## config.mk

```make
export PLATFORM = sky130hd
export DESIGN_NAME = mem_arbiter_flat
export DESIGN_NICKNAME = d
export VERILOG_FILES = /design/src/rtl/mem_arb_pkg.sv /design/src/rtl/mem_arb_if.sv /design/src/rtl/lat_counter.sv /design/src/rtl/mem_arbiter.sv /design/src/flat_wrapper.sv
export SDC_FILE = /design/constraint.sdc
export NUM_CORES = 1
export LEC_CHECK = 0
export BUFFER_PORTS_ARGS = -buffer_cell sky130_fd_sc_hd__buf_4
export CORE_UTILIZATION = 24
export DETAILED_ROUTE_END_ITERATION = 10
export GPL_ROUTABILITY_DRIVEN = 1
export PLACE_DENSITY = 0.49
export SETUP_SLACK_MARGIN = 0.05
export SLEW_MARGIN = 5
export SYNTH_ARGS = -nofsm -noshare
export SYNTH_HDL_FRONTEND = slang
export SYNTH_SLANG_ARGS = --single-unit
```

## constraint.sdc

```tcl
create_clock -name clk -period 3.02 [get_ports clk]
set_clock_uncertainty 0.15 [all_clocks]
set_input_delay 0.604 -clock clk [delete_from_list [all_inputs] [get_ports clk]]
set_output_delay 0.604 -clock clk [all_outputs]
set_load 0.005 [all_outputs]
```

## src/rtl/mem_arb_pkg.sv

```systemverilog
// Shared types and default constants for the fetch/data memory arbiter.
// Optional perf counters in mem_arbiter are enabled by MEM_ARB_PERF_EN.
package mem_arb_pkg;
  localparam int DEF_MEM_LAT       = 4;
  localparam int DEF_MAX_DM_STREAK = 3;
  localparam int DEF_CNT_W         = 16;

  typedef enum logic [1:0] {IDLE, ISSUE, WAIT, DONE} state_e;
  typedef enum logic {OWN_IF = 1'b0, OWN_DM = 1'b1} owner_e;
endpackage

```

## src/rtl/mem_arb_if.sv

```systemverilog
// Requester and memory-side bus of the arbiter; slave = arbiter, master = requesters/memory.
interface mem_arb_if;
  logic        if_req, if_done, instrMem_stall;
  logic [15:0] if_addr, if_rdata;
  logic        dm_rd, dm_wr, dm_done, dataMem_stall;
  logic [15:0] dm_addr, dm_wdata, dm_rdata;
  logic        mem_en, mem_wr;
  logic [15:0] mem_addr, mem_wdata, mem_rdata;

  modport slave (
    input  if_req, if_addr, dm_rd, dm_wr, dm_addr, dm_wdata, mem_rdata,
    output if_rdata, if_done, instrMem_stall, dm_rdata, dm_done, dataMem_stall,
           mem_en, mem_wr, mem_addr, mem_wdata
  );
  modport master (
    output if_req, if_addr, dm_rd, dm_wr, dm_addr, dm_wdata, mem_rdata,
    input  if_rdata, if_done, instrMem_stall, dm_rdata, dm_done, dataMem_stall,
           mem_en, mem_wr, mem_addr, mem_wdata
  );
endinterface

```

## src/rtl/lat_counter.sv

```systemverilog
// Loadable down-counter; tc flags the last counted cycle (count == 1).
module lat_counter #(
  parameter int W = 3
) (
  input  logic         clk,
  input  logic         rst_n,
  input  logic         load,
  input  logic [W-1:0] value,
  output logic         tc
);
  logic [W-1:0] cnt;

  always_ff @(posedge clk or negedge rst_n) begin
    if (!rst_n)            cnt <= '0;
    else if (load)         cnt <= value;
    else if (cnt != '0)    cnt <= cnt - W'(1);
  end

  assign tc = (cnt == W'(1));
endmodule

```

## src/rtl/mem_arbiter.sv

```systemverilog
// Single-port memory arbiter between fetch and data requesters, data-priority with bounded streak.
// Define MEM_ARB_PERF_EN to add perf_clr / perf_if_wait / perf_dm_wait stall-cycle counters.
module mem_arbiter
  import mem_arb_pkg::*;
#(
  parameter int MEM_LAT       = DEF_MEM_LAT,
  parameter int MAX_DM_STREAK = DEF_MAX_DM_STREAK
`ifdef MEM_ARB_PERF_EN
  , parameter int CNT_W       = DEF_CNT_W
`endif
) (
  input  logic            clk,
  input  logic            rst_n,
  mem_arb_if.slave        bus
`ifdef MEM_ARB_PERF_EN
  , input  logic             perf_clr
  , output logic [CNT_W-1:0] perf_if_wait
  , output logic [CNT_W-1:0] perf_dm_wait
`endif
);
  localparam int LW = $clog2(MEM_LAT + 1);
  localparam int SW = $clog2(MAX_DM_STREAK + 1);

  state_e        state;
  owner_e        owner;
  logic          acc_wr;
  logic [SW-1:0] streak;
  logic          dm_win, if_win, tc;

  // Fetch is forced through once data has won MAX_DM_STREAK times in a row against it.
  assign dm_win = (bus.dm_rd | bus.dm_wr) & ~(bus.if_req & (streak == SW'(MAX_DM_STREAK)));
  assign if_win = ~dm_win & bus.if_req;

  lat_counter #(.W(LW)) u_lat (
    .clk   (clk),
    .rst_n (rst_n),
    .load  (state == ISSUE),
    .value (LW'(MEM_LAT)),
    .tc    (tc)
  );

  always_ff @(posedge clk or negedge rst_n) begin
    if (!rst_n) begin
      state         <= IDLE;
      owner         <= OWN_IF;
      acc_wr        <= 1'b0;
      streak        <= '0;
      bus.mem_en    <= 1'b0;
      bus.mem_wr    <= 1'b0;
      bus.mem_addr  <= '0;
      bus.mem_wdata <= '0;
      bus.if_done   <= 1'b0;
      bus.dm_done   <= 1'b0;
      bus.if_rdata  <= '0;
      bus.dm_rdata  <= '0;
    end else begin
      case (state)
        IDLE: if (dm_win | if_win) begin
          owner         <= dm_win ? OWN_DM : OWN_IF;
          acc_wr        <= dm_win & bus.dm_wr;
          bus.mem_en    <= 1'b1;
          bus.mem_wr    <= dm_win & bus.dm_wr;
          bus.mem_addr  <= dm_win ? bus.dm_addr : bus.if_addr;
          bus.mem_wdata <= dm_win ? bus.dm_wdata : '0;
          if (dm_win && bus.if_req)
            streak <= (streak == SW'(MAX_DM_STREAK)) ? streak : streak + SW'(1);
          else
            streak <= '0;
          state <= ISSUE;
        end
        ISSUE: begin
          bus.mem_en <= 1'b0;
          bus.mem_wr <= 1'b0;
          state      <= WAIT;
        end
        WAIT: if (tc) begin
          if (!acc_wr) begin
            if (owner == OWN_DM) bus.dm_rdata <= bus.mem_rdata;
            else                 bus.if_rdata <= bus.mem_rdata;
          end
          bus.if_done <= (owner == OWN_IF);
          bus.dm_done <= (owner == OWN_DM);
          state       <= DONE;
        end
        DONE: begin
          bus.if_done <= 1'b0;
          bus.dm_done <= 1'b0;
          state       <= IDLE;
        end
        default: state <= IDLE;
      endcase
    end
  end

  assign bus.instrMem_stall = bus.if_req & ~bus.if_done;
  assign bus.dataMem_stall  = (bus.dm_rd | bus.dm_wr) & ~bus.dm_done;

`ifdef MEM_ARB_PERF_EN
  always_ff @(posedge clk or negedge rst_n) begin
    if (!rst_n) begin
      perf_if_wait <= '0;
      perf_dm_wait <= '0;
    end else if (perf_clr) begin
      perf_if_wait <= '0;
      perf_dm_wait <= '0;
    end else begin
      if (bus.instrMem_stall && !(&perf_if_wait)) perf_if_wait <= perf_if_wait + CNT_W'(1);
      if (bus.dataMem_stall  && !(&perf_dm_wait)) perf_dm_wait <= perf_dm_wait + CNT_W'(1);
    end
  end
`endif
endmodule

```

## src/flat_wrapper.sv

```systemverilog
// flat-port wrapper written by rule: the top's interface ports become plain ports
module mem_arbiter_flat import mem_arb_pkg::*;
#(
  parameter int MEM_LAT       = DEF_MEM_LAT,
  parameter int MAX_DM_STREAK = DEF_MAX_DM_STREAK

)
  (clk, rst_n, bus_if_req, bus_if_addr, bus_dm_rd, bus_dm_wr, bus_dm_addr, bus_dm_wdata, bus_mem_rdata, bus_if_rdata, bus_if_done, bus_instrMem_stall, bus_dm_rdata, bus_dm_done, bus_dataMem_stall, bus_mem_en, bus_mem_wr, bus_mem_addr, bus_mem_wdata);
  mem_arb_if bus_i ();
  input  logic clk;
  input  logic rst_n;
  input wire logic [$bits(bus_i.if_req)-1:0] bus_if_req;
  input wire logic [$bits(bus_i.if_addr)-1:0] bus_if_addr;
  input wire logic [$bits(bus_i.dm_rd)-1:0] bus_dm_rd;
  input wire logic [$bits(bus_i.dm_wr)-1:0] bus_dm_wr;
  input wire logic [$bits(bus_i.dm_addr)-1:0] bus_dm_addr;
  input wire logic [$bits(bus_i.dm_wdata)-1:0] bus_dm_wdata;
  input wire logic [$bits(bus_i.mem_rdata)-1:0] bus_mem_rdata;
  output wire logic [$bits(bus_i.if_rdata)-1:0] bus_if_rdata;
  output wire logic [$bits(bus_i.if_done)-1:0] bus_if_done;
  output wire logic [$bits(bus_i.instrMem_stall)-1:0] bus_instrMem_stall;
  output wire logic [$bits(bus_i.dm_rdata)-1:0] bus_dm_rdata;
  output wire logic [$bits(bus_i.dm_done)-1:0] bus_dm_done;
  output wire logic [$bits(bus_i.dataMem_stall)-1:0] bus_dataMem_stall;
  output wire logic [$bits(bus_i.mem_en)-1:0] bus_mem_en;
  output wire logic [$bits(bus_i.mem_wr)-1:0] bus_mem_wr;
  output wire logic [$bits(bus_i.mem_addr)-1:0] bus_mem_addr;
  output wire logic [$bits(bus_i.mem_wdata)-1:0] bus_mem_wdata;
  assign bus_i.if_req = bus_if_req;
  assign bus_i.if_addr = bus_if_addr;
  assign bus_i.dm_rd = bus_dm_rd;
  assign bus_i.dm_wr = bus_dm_wr;
  assign bus_i.dm_addr = bus_dm_addr;
  assign bus_i.dm_wdata = bus_dm_wdata;
  assign bus_i.mem_rdata = bus_mem_rdata;
  assign bus_if_rdata = bus_i.if_rdata;
  assign bus_if_done = bus_i.if_done;
  assign bus_instrMem_stall = bus_i.instrMem_stall;
  assign bus_dm_rdata = bus_i.dm_rdata;
  assign bus_dm_done = bus_i.dm_done;
  assign bus_dataMem_stall = bus_i.dataMem_stall;
  assign bus_mem_en = bus_i.mem_en;
  assign bus_mem_wr = bus_i.mem_wr;
  assign bus_mem_addr = bus_i.mem_addr;
  assign bus_mem_wdata = bus_i.mem_wdata;
  mem_arbiter #(.MEM_LAT(MEM_LAT), .MAX_DM_STREAK(MAX_DM_STREAK)) u_core (.clk(clk), .rst_n(rst_n), .bus(bus_i));
endmodule
```

==> summary by stage <==
Power and ir drop
Summed over all cells, the static leakage comes to 2.40 nW. The sequential power share is a little under two fifths. The switching share of total power is a little under a third. The switching power is about 1.5 mW. Per report_power, the combinational group accounts for 37.6% of the total.

The cell internal power dissipation is between 3 and 4 mW. VDD sags by at most about 0.00063 V. The total power of the final layout is between 4 and 5 mW.

The total power divided by cell area is approximately 1000 nW/µm². Of the total power, the clock network draws roughly 26%.

Die
The die is around 120 µm tall. The die covers about 14000 µm². The core region is around 13000 µm². The number of top-level pins is between 100 and 150.

The starting utilization of the core area is 24.9%. In this run the horizontal extent of the chip is roughly 120 µm. The number of cell rows is 42.

Synthesis
The number of warnings printed during yosys synthesis is 0. The synthesized area per cell is roughly 13 µm². Counting distinct cell types in the post-synthesis netlist gives 34. The leading area contributor after synthesis is dfrtp_1.

Counting every net in the synthesized netlist gives approximately 330. In the post-synthesis netlist, the biggest area contributors are dfrtp_1 58%, mux2_2 7.8%, a22o_1 5.3%. The synthesized netlist occupies a cell area of between 3000 and 4000 µm². The top cell type's share of synthesized area is 58.0%. After synthesis, flip-flops and latches occupy about three fifths of the total area.

Synthesis produced a netlist whose cell count is about 250. The synthesis-stage register bit count is between 70 and 80.

CTS
The clock net in this run drives a total of slightly below 80 sinks. After clock tree synthesis, the clock-pin slew on the worst setup and hold paths is about 60 ps. The maximum number of buffers from clock root to sink is 2. The clock reaches the later pin of the worst-skew pair after between 300 and 400 ps. The number of gates given a new drive strength after cts is 0. The cts-stage hold buffer count is 0. The TritonCTS clock tree is yes. CTS built an H-tree with a depth of 3.

The number of clock buffers added by TritonCTS is 9. The clock tree root buffer cell is clkbuf_16. Buffers added to address setup during post-CTS repair amount to 0.

GRT
Global routing used about a fifth of the available met2 tracks. The global-route wire length before repair is between 10 and 15 mm. The pin count of the biggest net entering global routing is about 80. The number of antenna violations at the first check in global routing is 0. The peak-usage layer in the global routing report is met2.

The via count of the first global-routing pass is around 2600. The global-route total usage across every layer is between 10 and 15%. The global-route met3 utilization is 4.71%.

Global routing finished with a remaining overflow of 0. The global-route met1 utilization is between 10% and 20%.

Cells and area
The fraction of layout instances using a drive strength above 1 is slightly below 50%. The filler cells instantiated in the layout total 1367. With fillers left out, the area of the finished cells amounts to slightly below 5000 µm². The antenna diode count is 0. Cells fill 36.3% of the core in the end.

Excluding fillers, the count of instances in the completed layout stands at around 570. The top cell types in the final layout, fill and taps aside, are 141 x buf_4, 77 x dfrtp_1, 23 x mux2_2, 21 x nand2_1, 20 x a22o_1. For this run, the post-layout net count is roughly 470. The layout overhead on the synthesized area is 45.9%. The library cell used most frequently in the layout, excluding fill and tap cells, is buf_4.

Timing
The relative slew slack is 34.5%. Setup violations remaining at the end of the flow were counted as 0. The total count of max-transition violations in the final report is 0.

Counting I/O delays and the setup requirement, the final critical path takes 2140 ps. Across all hold checks on the routed design, the worst slack comes to around 280 ps. The worst path uses just over 70% of the clock period. The final-report hold violation count came to 0. The achievable frequency is around 470 MHz. The worst path meets setup with about 880 ps of slack. Adding up every negative setup slack in the final design gives 0 ps. The slew at the pin with the worst max-slew slack is 982 ps. Setup repair after global routing left no endpoint under its margin.

Setup path
The startpoint kind of the worst setup timing path is a flop. The nature of the critical path endpoint is a flop. Data on the critical path arrives at its endpoint at 2210 ps. Of all nets on the critical path, the largest fanout is 16. The worst setup path is of the reg2reg kind. For the worst setup path, the data required time is 3090 ps.

Route
The first-pass iteration count of the detailed router is 4. For this run, design rule violations remaining after detail routing come to 0. The vias per cell is around 4.3. The post-detailed-route count of antenna-violating nets is 0. The detailed-route wire length per cell is approximately 15 µm.

The number of vias in the routed layout is between 2000 and 2500. The first routing iteration left 74 violations. The total routed wirelength is 8.28 mm.

Placed design
The post-placement cell area is approximately 4500 µm². The congestion estimate from routability-driven global placement came to 0.734. Once placement completed, the tool counted placed cells totaling 554. Port buffering added between 100 and 150 buffers. Timing analysis after detailed placement gives a worst setup slack of just under 700 ps. The detailed placer's ending HPWL is 5.90 mm.

Status
The flow ran to the end, and the final reports show no timing, DRC or antenna violations.

Min path
In this run the worst hold path is classified as in2async.

Flow run
The reported max-cap violation count is 0.
[power by group through the flow]
stage	Clock (mW)	Combinational (mW)	Sequential (mW)
after floorplan	0	0.927	1.84
after global placement	0	1.86	1.84
after detailed placement	0	1.90	1.85
after CTS	1.31	1.91	1.84
after global routing	1.35	2.06	1.90
final	1.27	1.86	1.83
[cell usage after synthesis]
| master | n |
|---|---|
| a22o_1 | 20 |
| nor2_1 | 8 |
| and2b_1 | 1 |
| buf_2 | 2 |
| xnor2_1 | 1 |
| nand2_2 | 2 |
| clkbuf_2 | 1 |
| nand2_1 | 21 |
| or3_4 | 1 |
| mux2_2 | 23 |
| a21o_1 | 2 |
| nor2_4 | 1 |
| buf_12 | 1 |
| o22a_1 | 1 |
| a211oi_1 | 1 |
| a221oi_1 | 1 |
| nor3b_2 | 1 |
| nand2b_1 | 2 |
| a211o_1 | 1 |
| ha_1 | 9 |
| mux2i_1 | 16 |
| buf_4 | 3 |
| buf_6 | 4 |
| nand2b_4 | 1 |
| inv_1 | 8 |
| o32ai_1 | 1 |
| o21ai_0 | 19 |
| nand3_1 | 1 |
| dfrtp_1 | 77 |
| mux2_4 | 10 |
| a21oi_1 | 3 |
| nor3_1 | 2 |
| a22oi_1 | 1 |
| o31ai_1 | 2 |
[layer usage]
metal  share of wire, %  wire length, µm
met5                  0                0
met2                 49             4020
met4                1.8              146
met3                7.2              598
met1                 42             3510
[kinds of logic after synthesis]
| family | synth area share, % |
|---|---|
| flops | 58.0 |
| buf+inv | 3.99 |
| mux | 17.1 |
| compound gates | 11.0 |
| xor+xnor | 0.264 |
| fa+ha+maj | 3.39 |
| simple gates | 6.18 |
[final timing paths]
kind                       slack [ps]                               start  depth (start not counted)                             endpoint
min in group clk                  330                     bus_dm_wdata[1]                          2  u_core.bus.mem_wdata[1]$_DFFE_PN0P_
min                               280                               rst_n                          1   u_core.bus.mem_addr[9]$_DFFE_PN0P_
max                               880         u_core.state[0]$_DFFE_PN0P_                          6   u_core.bus.if_rdata[6]$_DFFE_PN0P_
max reg2reg                       880         u_core.state[0]$_DFFE_PN0P_                          6   u_core.bus.if_rdata[6]$_DFFE_PN0P_
max in group asynchronous        1820                               rst_n                          1   u_core.bus.if_rdata[6]$_DFFE_PN0P_
min reg2reg                       330  u_core.bus.mem_addr[7]$_DFFE_PN0P_                          2   u_core.bus.mem_addr[7]$_DFFE_PN0P_
[worst max-delay path, stage by stage, from the launching register on]
cell,delay [ps]
dfrtp_1,410
inv_1,120
ha_1,270
nor3b_2,240
and2b_1,150
buf_4,290
mux2_2,380
[layout make-up]
class                   count  area [µm²]  share of cell area, %
clock buffers              11         253                   5.22
multi-input cells         152        1260                   26.0
inverters                   8        30.0                  0.620
clock inverters             4        95.1                   1.96
well taps                 176         220                   4.55
flip-flops and latches     77        1930                   39.8
repair buffers            141        1060                   21.8
[sequential cells by signal (all words and copies together) (netlist names)]
signal / flops
u_core.bus.dm_done: 1
u_core.streak: 2
u_core.u_lat.cnt: 3
u_core.bus.mem_wdata: 16
u_core.bus.mem_wr: 1
u_core.acc_wr: 1
u_core.state: 2
u_core.bus.dm_rdata: 16
u_core.owner: 1
u_core.bus.mem_addr: 16
u_core.bus.if_done: 1
u_core.bus.if_rdata: 16
u_core.bus.mem_en: 1
Note: power is estimated with default switching activity, not from simulation.
